`src/rtl/uart_rx_fifo.sv`:
```
// uart_rx_fifo
//   UART receiver (8N1, LSB first, idle high) with 3-sample mid-bit majority
//   voting, feeding a first-word-fall-through byte FIFO drained by valid/ready.
//
// Ports
//   clk_i             system clock, rising edge
//   rst_i             asynchronous, active-high reset
//   uart_rx_data_i    raw serial line, asynchronous to clk_i
//   data_o            FIFO head byte (0x00 while empty)
//   valid_o           FIFO not empty
//   ready_i           consumer accepts head; pop on valid_o & ready_i
//   fifo_count_o      bytes currently stored
//   uart_rx_active_o  frame reception in progress
//   frame_err_o       one-cycle pulse: stop bit sampled low
//   overrun_err_o     one-cycle pulse: good byte dropped, FIFO full
//
// Receive FSM
//   state      | meaning
//   -----------+-------------------------------------------------------
//   IDLE       | line high, waiting for a start edge
//   START      | qualifying the start bit at half a bit period
//   DATA       | sampling 8 data bits, one per bit period
//   STOP       | sampling the stop bit; push byte or flag framing error
//   WAIT_HIGH  | after a framing error, hold off until the line is high
`timescale 1ns/1ps

module uart_rx_fifo #(
    parameter int CLKS_PER_BIT = 16,
    parameter int FIFO_DEPTH   = 8
) (
    input  logic                        clk_i,
    input  logic                        rst_i,
    input  logic                        uart_rx_data_i,
    output logic [7:0]                  data_o,
    output logic                        valid_o,
    input  logic                        ready_i,
    output logic [$clog2(FIFO_DEPTH):0] fifo_count_o,
    output logic                        uart_rx_active_o,
    output logic                        frame_err_o,
    output logic                        overrun_err_o
);

    localparam int CNT_W  = $clog2(CLKS_PER_BIT);
    localparam int PTR_W  = $clog2(FIFO_DEPTH);
    localparam int FCNT_W = PTR_W + 1;

    localparam logic [CNT_W-1:0]  HALF_LAST = CNT_W'(CLKS_PER_BIT / 2 - 1);
    localparam logic [CNT_W-1:0]  BIT_LAST  = CNT_W'(CLKS_PER_BIT - 1);
    localparam logic [FCNT_W-1:0] DEPTH     = FCNT_W'(FIFO_DEPTH);

    typedef enum logic [2:0] {
        ST_IDLE,
        ST_START,
        ST_DATA,
        ST_STOP,
        ST_WAIT_HIGH
    } state_t;

    // ------------------------------------------------------------------
    // Line conditioning
    // ------------------------------------------------------------------
    logic       sync1_q, sync1_d;
    logic       sync2_q, sync2_d;
    logic [2:0] hist_q,  hist_d;
    logic       maj;

    always_comb begin
        sync1_d = uart_rx_data_i;
        sync2_d = sync1_q;
        hist_d  = {hist_q[1:0], sync2_q};
    end

    assign maj = (hist_q[0] & hist_q[1]) | (hist_q[0] & hist_q[2]) |
                 (hist_q[1] & hist_q[2]);

    always_ff @(posedge clk_i or posedge rst_i) begin
        if (rst_i) begin
            sync1_q <= 1'b1;
            sync2_q <= 1'b1;
            hist_q  <= 3'b111;
        end else begin
            sync1_q <= sync1_d;
            sync2_q <= sync2_d;
            hist_q  <= hist_d;
        end
    end

    // ------------------------------------------------------------------
    // Receive FSM
    // ------------------------------------------------------------------
    state_t           state_q, state_d;
    logic [CNT_W-1:0] cnt_q, cnt_d;
    logic [2:0]       bit_idx_q, bit_idx_d;
    logic [7:0]       shreg_q, shreg_d;
    logic             frame_err_q, frame_err_d;
    logic             push;

    always_ff @(posedge clk_i or posedge rst_i) begin
        if (rst_i) begin
            state_q     <= ST_IDLE;
            cnt_q       <= '0;
            bit_idx_q   <= '0;
            shreg_q     <= '0;
            frame_err_q <= 1'b0;
        end else begin
            state_q     <= state_d;
            cnt_q       <= cnt_d;
            bit_idx_q   <= bit_idx_d;
            shreg_q     <= shreg_d;
            frame_err_q <= frame_err_d;
        end
    end

    always_comb begin
        state_d     = state_q;
        cnt_d       = cnt_q + CNT_W'(1);
        bit_idx_d   = bit_idx_q;
        shreg_d     = shreg_q;
        frame_err_d = 1'b0;
        push        = 1'b0;

        case (state_q)
            ST_IDLE: begin
                if (!sync2_q) state_d = ST_START;
            end
            ST_START: begin
                if (cnt_q == HALF_LAST) begin
                    bit_idx_d = '0;
                    // A start bit that has gone high again by mid-bit is a glitch.
                    state_d   = maj ? ST_IDLE : ST_DATA;
                end
            end
            ST_DATA: begin
                if (cnt_q == BIT_LAST) begin
                    shreg_d[bit_idx_q] = maj;
                    bit_idx_d          = bit_idx_q + 3'd1;
                    // Stays in DATA between bits, so restart the bit timer here.
                    cnt_d              = '0;
                    if (bit_idx_q == 3'd7) state_d = ST_STOP;
                end
            end
            ST_STOP: begin
                if (cnt_q == BIT_LAST) begin
                    if (maj) begin
                        push    = 1'b1;
                        state_d = ST_IDLE;
                    end else begin
                        frame_err_d = 1'b1;
                        state_d     = ST_WAIT_HIGH;
                    end
                end
            end
            ST_WAIT_HIGH: begin
                if (sync2_q) state_d = ST_IDLE;
            end
            default: state_d = ST_IDLE;
        endcase

        if (state_d != state_q) cnt_d = '0;
    end

    // ------------------------------------------------------------------
    // FIFO
    // ------------------------------------------------------------------
    logic [7:0]        mem_q [FIFO_DEPTH];
    logic [7:0]        mem_d [FIFO_DEPTH];
    logic [PTR_W-1:0]  wr_ptr_q, wr_ptr_d;
    logic [PTR_W-1:0]  rd_ptr_q, rd_ptr_d;
    logic [FCNT_W-1:0] count_q, count_d;
    logic              overrun_err_q, overrun_err_d;
    logic              full, not_empty, pop, push_ok;

    assign not_empty = (count_q != '0);
    assign full      = (count_q == DEPTH);
    assign pop       = not_empty & ready_i;
    // When full, a simultaneous pop frees the slot the push lands in.
    assign push_ok   = push & (~full | pop);

    always_comb begin
        mem_d         = mem_q;
        wr_ptr_d      = wr_ptr_q;
        rd_ptr_d      = rd_ptr_q;
        count_d       = count_q;
        overrun_err_d = push & full & ~pop;

        if (push_ok) begin
            mem_d[wr_ptr_q] = shreg_q;
            wr_ptr_d        = wr_ptr_q + PTR_W'(1);
        end
        if (pop) rd_ptr_d = rd_ptr_q + PTR_W'(1);

        case ({push_ok, pop})
            2'b10:   count_d = count_q + FCNT_W'(1);
            2'b01:   count_d = count_q - FCNT_W'(1);
            default: count_d = count_q;
        endcase
    end

    // Storage is not reset; data_o is masked while empty instead.
    always_ff @(posedge clk_i) begin
        mem_q <= mem_d;
    end

    always_ff @(posedge clk_i or posedge rst_i) begin
        if (rst_i) begin
            wr_ptr_q      <= '0;
            rd_ptr_q      <= '0;
            count_q       <= '0;
            overrun_err_q <= 1'b0;
        end else begin
            wr_ptr_q      <= wr_ptr_d;
            rd_ptr_q      <= rd_ptr_d;
            count_q       <= count_d;
            overrun_err_q <= overrun_err_d;
        end
    end

    // ------------------------------------------------------------------
    // Outputs
    // ------------------------------------------------------------------
    assign data_o           = not_empty ? mem_q[rd_ptr_q] : 8'h00;
    assign valid_o          = not_empty;
    assign fifo_count_o     = count_q;
    assign uart_rx_active_o = (state_q == ST_START) || (state_q == ST_DATA) ||
                              (state_q == ST_STOP);
    assign frame_err_o      = frame_err_q;
    assign overrun_err_o    = overrun_err_q;

endmodule

```
`config.mk`:
```
export PLATFORM = sky130hd
export DESIGN_NAME = uart_rx_fifo
export DESIGN_NICKNAME = d
export VERILOG_FILES = /design/src/rtl/uart_rx_fifo.sv
export SDC_FILE = /design/constraint.sdc
export NUM_CORES = 1
export LEC_CHECK = 0
export ABC_AREA = 1
export ABC_CLOCK_PERIOD_IN_PS = 2350
export BUFFER_PORTS_ARGS = -buffer_cell sky130_fd_sc_hd__buf_2
export CORE_ASPECT_RATIO = 2
export CORE_MARGIN = 4
export CORE_UTILIZATION = 40
export CTS_CLUSTER_SIZE = 24
export DETAILED_ROUTE_END_ITERATION = 7
export GPL_TIMING_DRIVEN = 0
export PLACE_DENSITY = 0.59
export SYNTH_ARGS = -nofsm -noshare
export SYNTH_HDL_FRONTEND = slang
export SYNTH_SLANG_ARGS = --single-unit
```
`constraint.sdc`:
```
create_clock -name clk_i -period 2.35 [get_ports clk_i]
set_clock_uncertainty 0.15 [all_clocks]
set_input_delay 0.1175 -clock clk_i [delete_from_list [all_inputs] [get_ports clk_i]]
set_output_delay 0.1175 -clock clk_i [all_outputs]
set_load 0.005 [all_outputs]
```
==> summary.md, run 1 <==
| Metric | Value |
|---|---|
| Initial core utilization | `0.414` |
| Die area | `12,400 um2` |
| Maxcap violations | `0` |
| Global-route wire length before repair | `13,500 um` |
| Synth area leader | `edfxtp_1` |
| Drt drc | `0` |
| Ys async rst share | `0.354` |
| Crit path time final | `approximately 2300 ps` |
| Fraction of layout instances using a drive strength above 1 | `0.181` |
| Inserted Clock Buffers | `9` |
| Die height | `153 um` |
| Via/cell ratio | `about 4.8` |
| Total GRT Usage | `0.147` |
| CP endpoint kind | `output pin` |
| Area Growth Syn to Fin | `16.8%` |
| Synth warnings | `0` |
| Synth top cells by count | `nor2_1 (67), edfxtp_1 (64), o21ai_0 (51), nand2_1 (43), dfrtp_1 (30)` |
| Total routed wirelength | `roughly 8400 um` |
| Setup CP Type | `flop to output pin` |
| Synth Cell Area | `~4200 um2` |
| Main synth FF type | `edfxtp_1` |
| Row Count | `52` |
| Pleak | `around 2.1 nW` |
| Rel. slew slack | `0.503` |
| Hold slack | `around 210 ps` |
| Placement Cell Area | `roughly 4500 um2` |
| Diodes inserted | `0` |
| Layout filler cell count | `950` |
| Final hold viol count | `0` |
| DR WL/cell | `about 15 um` |
| Sw power | `0.789 mW` |
| Slew Viols, Final | `0` |
| Worst skew pair latency | `around 340 ps` |
| Iter 0 DRT Violations | `around 150` |
| RSZ-0062 raised after global routing | `true` |
| IR drop worst, VDD | `about 0.46 mV` |
| Switching share of total power | `0.212` |
| Post-synth top area share | `0.455` |
| Seq pwr share | `0.515` |
| Largest net degree at the start of global routing | `36` |
| # clock sinks | `slightly below 100` |
| Final net count | `426` |
| Seq cells post-synth | `99` |
| Critical Path AT | `about 2000 ps` |
| Post-synthesis cell type count | `30` |
| Status | `complete, no violations` |
| Vias in the first global route | `about 2,700` |
| Clk buf depth | `2` |
| Setup violators final | `0` |
| Design area | `4930 um2` |
| Ranking of synthesized cells by area | `edfxtp_1 (45%), dfrtp_1 (18%), o21ai_0 (6.0%)` |
| Clock slew at reported path FFs | `70 ps` |
| Post-synth EDFFs | `64` |
| Gate power share | `0.060` |
| Worst Setup Start Kind | `flop` |
| Maximum clock rate | `about 440 MHz` |
| Io pins | `20` |
| Remaining global-route overflow | `0` |
| CTS tree | `done` |
| Core area | `~10,000 um2` |
| H-tree depth | `3` |
| Post-synthesis sequential area ratio | `0.664` |
| Root Driver | `clkbuf_16` |
| Worst endpoint required time | `about 2100 ps` |
| Int Pwr | `between 2 and 3 mW` |
| CP Max Fanout | `10` |
| Final worst-path cycle share | `0.964` |
| Pwr/cell area | `753 nW/um2` |
| GPL Wtd Cong | `a little under 0.8` |
| Dpl hpwl | `just over 6000 um` |
| Die Wd | `between 80 and 90 um` |
| Mapped Nets | `390` |
| Most common cell in the netlist | `nor2_1` |
| Min-delay worst type | `flop to flop` |
| Worst slew pin tran | `about 740 ps` |
| Vias | `between 2,000 and 3,000` |
| Syn Area/Cell | `11.2 um2` |
| Cell count after synthesis | `approximately 380` |
| DR pass1 iterations | `4` |
| Post-DRT Antenna Nets | `0` |
| Port bufs | `19` |
| Initial antenna violation count | `0` |
| Clock Power Share | `0.426` |
## path summary, 6_finish.rpt
check,cells past startpoint,slack [ps],from,to
max,6,80,rd_ptr_q[1],data_o[1]
min in group asynchronous,3,300,rst_i,rd_ptr_q[0]
max reg2reg,11,110,fifo_count_o[1],fifo_count_o[2]
max in group asynchronous,3,1270,rst_i,shreg_q[6]
min reg2reg,0,210,sync1_q,sync2_q
min,0,210,sync1_q,sync2_q
## critical path, stage by stage (launching register included)
cell,delay (ps)
dfrtp_1,490
clkbuf_1,400
o21ai_0,150
o21ai_0,210
o21ai_0,110
nor2_1,160
buf_2,130
## sequential cells by signal, summed over array words and instances (netlist names), 3 cells and up
register / cells
rd_ptr_q: 3
cnt_q: 4
fifo_count_o: 4
mem_q: 64
shreg_q: 8
state_q: 3
bit_idx_q: 3
hist_q: 3
wr_ptr_q: 3
## metal layers
metal | share of wire | up-vias | GRT usage
met5 | 0 | - | 0
met4 | 0.010 | 0 | 0.0653
met3 | 0.018 | 5 | 0.0259
met2 | 0.62 | 29 | 0.291
met1 | 0.35 | 1268 | 0.139
li1 | - | 1377 | -
## final cells by class
| type | count | area, um2 | share of cell area |
|---|---|---|---|
| Inverter | 28 | 109 | 0.0221 |
| Tap cell | 135 | 169 | 0.0342 |
| Buffer | 11 | 56.3 | 0.0114 |
| Timing Repair Buffer | 25 | 148 | 0.0299 |
| Clock buffer | 11 | 243 | 0.0492 |
| Multi-Input combinational cell | 240 | 1320 | 0.267 |
| Sequential cell | 99 | 2800 | 0.568 |
| Clock inverter | 5 | 86.3 | 0.0175 |
## power groups by stage
stage / Clock, mW / Sequential, mW / Combinational, mW
6_report: 1.58 / 1.91 / 0.222
5_1_grt: 1.68 / 1.92 / 0.263
4_1_cts: 1.62 / 1.91 / 0.224
3_5_place_dp: 0 / 1.95 / 0.220
3_3_place_gp: 0 / 1.95 / 0.215
2_1_floorplan: 0 / 1.94 / 0.173
## kinds of logic (layout without fill, tap and decap cells)
logic type | after synthesis | after routing | synth area share
AND/OR/NAND/NOR | 143 | 143 | 0.149
flip-flops | 99 | 99 | 0.664
adder cells (fa/ha/maj) | 8 | 8 | 0.0237
AO/OA/AOI/OAI | 73 | 73 | 0.0918
buffers and inverters | 39 | 80 | 0.0364
multiplexers | 9 | 9 | 0.0213
XOR/XNOR | 7 | 7 | 0.0145
## stage by stage
step / total power [mW] / setup TNS, ps / cells / setup WS (ps) / util
2_1_floorplan: 2.11 / 0 / 378 / 161 / -
3_3_place_gp: 2.16 / -1990 / 532 / -153 / 0.439
3_5_place_dp: 2.17 / -3170 / 532 / -158 / 0.439
4_1_cts: 3.76 / -3170 / 550 / -129 / 0.475
5_1_grt: 3.87 / -872 / 554 / -63.3 / 0.483
6_report: 3.72 / 0 / 554 / 84.0 / 0.483
## cell usage in the layout, fill, tap and decap left out, types with 3 or more instances in the layout
cell type	netlist	layout
dlygate4sd3_1	0	3
clkbuf_16	0	9
ha_1	8	6
dfstp_2	5	5
nor2_1	67	62
nand3_1	15	15
inv_1	26	24
nor2_2	5	10
edfxtp_1	64	64
xor2_1	4	3
inv_2	2	3
a21oi_1	6	6
dfrtp_1	30	30
nand4_1	3	3
buf_2	6	23
buf_4	0	3
xnor2_1	3	3
nand2_1	43	42
o21ai_0	51	51
mux2i_1	9	9
o22ai_1	8	8
clkbuf_1	5	4
a31oi_1	4	4
## repair_timing
action / CTS / global route
endpoints found under the setup margin: 33 / 64
endpoints found under the hold margin: 3 / 30
pin swaps: 1 / 0
hold buffers: 2 / 1
gates resized for setup: 3 / 16
buffers inserted: 0 / 3
(Power assumes the default switching activity.)
==> inputs of run 2 (changes only) <==
ABC_AREA = unset   (was 1)
==> run 2 against run 1 <==
Compared with the run above:
- the flow now finishes with violations (setup timing)
- fmax decreased by 3.9%
- power increased by 42%
- core utilization increased by 1.1 points
- non-clock buffer count increased by 4
- register-to-register slack got worse by 120 ps
- clock power increased by 7%
- sequential share of layout area decreased by 0.91 points
- first-iteration DRC count increased by 6.7%
- via count decreased by 17%
- wire length decreased by 12%
- sequential power increased by 14%
- area after synthesis decreased by 1.4%
- critical endpoint is now fifo_count_o[2]
- largest power group unchanged
- highest routed layer unchanged
==> summary.md, run 2 <==
| Metric | Value |
|---|---|
| Die height | `between 150 and 200 um` |
| Synth top cells by count | `edfxtp_1 (64), dfrtp_1 (30), nor2_1 (20), mux4_2 (16), mux2_2 (9)` |
| Worst skew pair latency | `~340 ps` |
| Clock Power Share | `0.319` |
| Synth area leader | `edfxtp_1` |
| # clock sinks | `99` |
| CP Max Fanout | `5` |
| CP dominant cell by count | `xor2_1` |
| Final worst-path cycle share | `1.00` |
| DR pass1 iterations | `4` |
| Largest regs | `mem_q (64), shreg_q (8)` |
| Simple-gate share of the synthesized area | `0.0922` |
| Fraction of layout instances using a drive strength above 1 | `0.356` |
| Maximum clock rate | `424 MHz` |
| Die Wd | `~80 um` |
| Initial antenna violation count | `0` |
| DR WL/cell | `16.9 um` |
| Post-DRT Antenna Nets | `0` |
| Kind of cell adding the most delay to the critical path | `simple AND/OR/NAND/NOR gates` |
| Main synth FF type | `edfxtp_1` |
| Mapped Nets | `~260` |
| Most frequent cells in the layout | `edfxtp_1 (64), dfrtp_1 (29), buf_2 (21)` |
| Post-synthesis cell type count | `45` |
| Commonest non-fill, non-tap cell in the layout | `edfxtp_1` |
| Post-Synth Adder-Cell Area | `0.0264` |
| Core area | `~10,000 um2` |
| Most flops, register | `mem_q` |
| Syn Area/Cell | `between 15 and 20 um2` |
| Inserted Clock Buffers | `9` |
| Seq pwr share | `0.410` |
| Initial core utilization | `0.410` |
| Min-delay worst type | `input pin to flop` |
| Most common cell in the netlist | `edfxtp_1` |
| Failing checks | `setup timing` |
| Seq cells post-synth | `99` |
| Maxcap violations | `0` |
| Worst slew pin tran | `approximately 700 ps` |
| Remaining global-route overflow | `0` |
| Slowest-stage cell, CP | `dfrtp_1` |
| Status | `complete, but fails checks` |
| Mux share of post-synthesis cell area | `0.136` |
| GPL Wtd Cong | `0.850` |
| Post-synth top area share | `0.461` |
| Drt drc | `0` |
| Sw power | `around 1.5 mW` |
| Die area | `12,200 um2` |
| Vias | `between 2,000 and 2,500` |
| Io pins | `20` |
| Rel. slew slack | `0.539` |
| Fin worst setup slack | `-8.19 ps` |
| Post-synth EDFFs | `64` |
| Compound-cell area share of the yosys netlist | `0.0321` |
| Area Growth Syn to Fin | `20.5%` |
| Largest net degree at the start of global routing | `22` |
| H-tree depth | `3` |
| Final hold viol count | `0` |
| Xor and xnor area share after synthesis | `0.0231` |
| IR drop worst, VDD | `between 0.5 and 0.6 mV` |
| Clk buf depth | `2` |
| Switching share of total power | `0.276` |
| Pwr/cell area | `~1100 nW/um2` |
| Total GRT Usage | `0.132` |
| Synth Cell Area | `between 4000 and 5000 um2` |
| Slew Viols, Final | `0` |
| Row Count | `52` |
| CP endpoint kind | `flop` |
| Via/cell ratio | `slightly above 5` |
| Int Pwr | `3.83 mW` |
| Max reg flops | `64` |
| Clock slew at reported path FFs | `roughly 70 ps` |
| Hold slack | `60.3 ps` |
| Root Driver | `clkbuf_16` |
| RSZ-0062 raised after global routing | `true` |
| Dpl hpwl | `5260 um` |
| Cell count after synthesis | `around 250` |
| Crit path cell chain | `ha_4, and4b_1, and4_4, nand2_4, ha_4, xor2_1, ha_2, a21oi_2, xor2_1, nor2_1, xor2_1` |
| Diodes inserted | `0` |
| CTS tree | `done` |
| Layout filler cell count | `between 900 and 1,000` |
| Setup violators final | `1` |
| Setup CP Type | `flop to flop` |
| Max incr delay on CP | `approximately 390 ps` |
| Crit path time final | `2360 ps` |
| Synth warnings | `0` |
| Ys async rst share | `0.354` |
| Critical Path AT | `~2400 ps` |
| Worst Path Buf+Inv | `0` |
| Worst Setup Start Kind | `flop` |
| Final net count | `slightly above 300` |
| Global-route wire length before repair | `12,000 um` |
| Vias in the first global route | `approximately 2,300` |
| Pleak | `~1.9 nW` |
| Ranking of synthesized cells by area | `edfxtp_1 (46%), dfrtp_1 (18%), mux4_2 (8.7%)` |
| Post-synthesis sequential area ratio | `0.673` |
| Worst endpoint required time | `approximately 2400 ps` |
| Fin util | `0.494` |
| Gate power share | `0.272` |
| Port bufs | `19` |
| Main combinational cell family by area after synthesis | `multiplexers` |
| Iter 0 DRT Violations | `roughly 160` |
| Total routed wirelength | `7320 um` |
==> run 2: cell types whose count changed after synthesis, sizes merged, moves of 16 or more <==
cell   previous run  this run
mux4              0        16
o21ai            52         4
inv              28         5
nand2            44         4
nor2             74        20
==> run 2: cell type report <==
type	instances	area (um2)	share of cell area
Inverter	5	18.8	0.00374
Buffer	8	60.1	0.0120
Timing Repair Buffer	32	230	0.0459
Sequential cell	99	2810	0.559
Multi-Input combinational cell	138	1390	0.276
Clock inverter	7	124	0.0247
Tap cell	135	169	0.0337
Clock buffer	9	225	0.0449
==> run 2: worst paths after layout <==
| check | depth (start not counted) | endpoint | slack (ps) | from |
|---|---|---|---|---|
| max in group asynchronous | 4 | hist_q[1] | 1160 | rst_i |
| max | 11 | fifo_count_o[2] | -8 | cnt_q[0] |
| min reg2reg | 0 | sync2_q | 210 | sync1_q |
| min | 4 | rd_ptr_q[0] | 60 | ready_i |
| max reg2reg | 11 | fifo_count_o[2] | -8 | cnt_q[0] |
| min in group asynchronous | 3 | overrun_err_o | 270 | rst_i |
==> run 2: layer usage <==
metal / part of all wire / vias up / GRT usage
li1: - / 1055 / -
met1: 0.35 / 1126 / 0.138
met2: 0.60 / 32 / 0.243
met3: 0.030 / 11 / 0.0320
met4: 0.020 / 0 / 0.0572
met5: 0 / - / 0
==> run 2: power by group through the flow <==
stage / combinational [mW] / sequential [mW] / clock (mW)
floorplan: 1.06 / 2.12 / 0
global placement: 1.40 / 2.14 / 0
detailed placement: 1.43 / 2.15 / 0
CTS: 1.43 / 2.16 / 1.72
global route: 1.61 / 2.19 / 1.80
finish: 1.44 / 2.17 / 1.69
==> run 2: cell families after synthesis <==
group                      count (synthesis)
DFF                                       99
and+or+nand+nor                           64
muxes                                     35
AOI/OAI and AO/OA                         19
buffers and inverters                     15
xor gates and xnor gates                  11
adders and majority gates                  9
==> run 2: worst register-to-register path, stage by stage, from the launching register on <==
cell and delay, ps:
dfrtp_1 390, ha_4 150, and4b_1 240, and4_4 270
nand2_4 70, ha_4 180, xor2_1 140, ha_2 180
a21oi_2 110, xor2_1 150, nor2_1 60, xor2_1 130
==> run 2: repair_timing <==
item / in CTS / in global routing
hold buffers: 2 / 0
pin swaps: 5 / 3
cloned: 0 / 0
setup buffers: 6 / 4
resized for setup: 21 / 6
setup endpoints to repair: 76 / 66
hold endpoints to repair: 12 / 0
==> run 2: per-stage QoR <==
stage	setup TNS [ps]	worst slack, ps	area (um2)	std cells	power [mW]
6_report	-8.19	-8.19	5020	433	5.30
5_1_grt	-2920	-90.5	5020	433	5.61
4_1_cts	-10.1	-10.1	4950	429	5.31
3_5_place_dp	-23280	-666	4490	407	3.57
3_3_place_gp	-23140	-650	4460	406	3.54
2_1_floorplan	-243	-142	4190	252	3.18
==> inputs of run 3 (changes only) <==
BUFFER_PORTS_ARGS = unset   (was -buffer_cell sky130_fd_sc_hd__buf_2)
DONT_BUFFER_PORTS = 1   (was unset)
PLACE_DENSITY = 0.57   (was 0.59)
==> run 3 against run 2 <==
Compared with the run above:
- cell area shrank 2.2%
- largest cell class unchanged
- the run still ends with setup timing left
- critical path type unchanged
- highest routed layer unchanged
- die area unchanged
- via count down 2.8%
==> summary.md, run 3 (same netlist as run 2, synthesis figures left out) <==
| Metric | Value |
|---|---|
| Remaining global-route overflow | `0` |
| Clock slew at reported path FFs | `~70 ps` |
| Worst skew pair latency | `340 ps` |
| Worst R2R Setup Slack | `-20 ps` |
| FF-to-FF Start | `cnt_q[1]` |
| Iter 0 DRT Violations | `roughly 160` |
| Dpl hpwl | `5290 um` |
| Worst endpoint required time | `between 2000 and 2500 ps` |
| Dpl cells | `between 300 and 400` |
| Design area | `between 4000 and 5000 um2` |
| Critical Path AT | `between 2000 and 2500 ps` |
| Initial antenna violation count | `0` |
| DR pass1 iterations | `4` |
| Fraction of layout instances using a drive strength above 1 | `0.312` |
| Pwr/cell area | `around 1000 nW/um2` |
| Worst slew pin tran | `about 730 ps` |
| Worst Setup Start Kind | `flop` |
| Worst Setup EP | `mem_q[36]` |
| Vias in the first global route | `2,233` |
| Worst Path Buf+Inv | `0` |
| Io pins | `20` |
| Via/cell ratio | `5.18` |
| Slowest-stage cell, CP | `nor2_2` |
| Largest net degree at the start of global routing | `21` |
| Root Driver | `clkbuf_16` |
| Kind of cell adding the most delay to the critical path | `simple AND/OR/NAND/NOR gates` |
| Pre-CTS WS | `-699 ps` |
| Clk buf depth | `2` |
| Core area | `between 10,000 and 15,000 um2` |
| CP startpoint | `cnt_q[1]` |
| Crit path cell chain | `ha_4, and4b_2, and4_4, nand3_1, nor2_2` |
| Global-route wire length before repair | `about 12,000 um` |
| Die height | `~150 um` |
| Placement Cell Area | `~4400 um2` |
| Largest regs | `mem_q (64), shreg_q (8)` |
| IR drop worst, VDD | `0.535 mV` |
| CTS tree | `done` |
| Worst reg2reg path depth | `5` |
| Inserted Clock Buffers | `9` |
| Max incr delay on CP | `510 ps` |
| Max reg flops | `64` |
| Setup violators final | `8` |
| CP endpoint kind | `flop` |
| Most frequent cells in the layout | `edfxtp_1 (64), dfrtp_1 (30), mux4_2 (16)` |
| Fin worst setup slack | `-19.6 ps` |
| Slew Viols, Final | `0` |
| Final worst-path cycle share | `1.01` |
| Min-delay worst type | `input pin to flop` |
| Maximum clock rate | `approximately 420 MHz` |
| Pleak | `roughly 1.8 nW` |
| Final Non-Filler Cells | `between 400 and 500` |
| Vias | `approximately 2,200` |
| Initial core utilization | `0.410` |
| Critical R2R Capture | `mem_q[36]` |
| Port bufs | `0` |
| Failing checks | `setup timing` |
| Setup CP Type | `flop to flop` |
| Maxcap violations | `0` |
| H-tree depth | `3` |
| Diodes inserted | `0` |
| # clock sinks | `99` |
| Row Count | `between 50 and 60` |
| Final net count | `289` |
| CP Depth | `5` |
| Final hold viol count | `0` |
| Status | `complete, but fails checks` |
| Post-DRT Antenna Nets | `0` |
| Die area | `between 10,000 and 15,000 um2` |
| Area Growth Syn to Fin | `17.8%` |
| Rel. slew slack | `0.512` |
| CP Max Fanout | `8` |
| GPL Wtd Cong | `~0.83` |
| Most flops, register | `mem_q` |
| Drt drc | `0` |
| Commonest non-fill, non-tap cell in the layout | `edfxtp_1` |
| Total routed wirelength | `approximately 7200 um` |
| Die Wd | `about 80 um` |
| RSZ-0062 raised after global routing | `true` |
| DR WL/cell | `~17 um` |
| Total GRT Usage | `0.129` |
| Crit path time final | `2370 ps` |
| Final Power | `between 4 and 5 mW` |
## run 3: stage by stage
stage	hold WS, ps	setup TNS [ps]	utilization
after floorplan	-28.0	-243	-
after global placement	-27.9	-24110	0.430
after detailed placement	-27.9	-25960	0.433
after CTS	156	-17.2	0.478
after global routing	167	-3330	0.483
final	172	-101	0.483
## run 3: worst min-delay path by stage
stage / to / from / cells past startpoint / slack, ps
finish: sync1_q / uart_rx_data_i / 1 / 170
global placement: sync1_q / uart_rx_data_i / 0 / -30
floorplan: sync1_q / uart_rx_data_i / 0 / -30
global route: sync1_q / uart_rx_data_i / 1 / 170
CTS: sync1_q / uart_rx_data_i / 1 / 160
detailed placement: sync1_q / uart_rx_data_i / 0 / -30
## run 3: report_power, final
part	leakage (nW)	switching (mW)	internal, mW
sequential	1.04	0.178	1.97
clock	0.145	0.658	0.844
combinational	0.593	0.610	0.712
## run 3: routing by layer
layer / wire length [um] / up-vias / global-route usage
met3: 162 / 8 / 0.0314
met2: 4430 / 26 / 0.243
met5: 0 / - / 0
met4: 138 / 0 / 0.0508
li1: - / 1029 / -
met1: 2480 / 1099 / 0.130
## run 3: cell type report
class	instances	area, um2
Fill cell	897	5240
Tap cell	135	169
Multi-Input combinational cell	138	1380
Clock inverter	7	82.6
Buffer	8	55.1
Inverter	5	18.8
Timing Repair Buffer	16	173
Clock buffer	9	225
Sequential cell	99	2800
## run 3: what timing repair did
item,4_1_cts,5_1_grt
endpoints found under the setup margin,76,71
pin swaps,5,4
gates resized for setup,20,3
buffers inserted,9,3
endpoints found under the hold margin,18,0
hold buffers,3,0
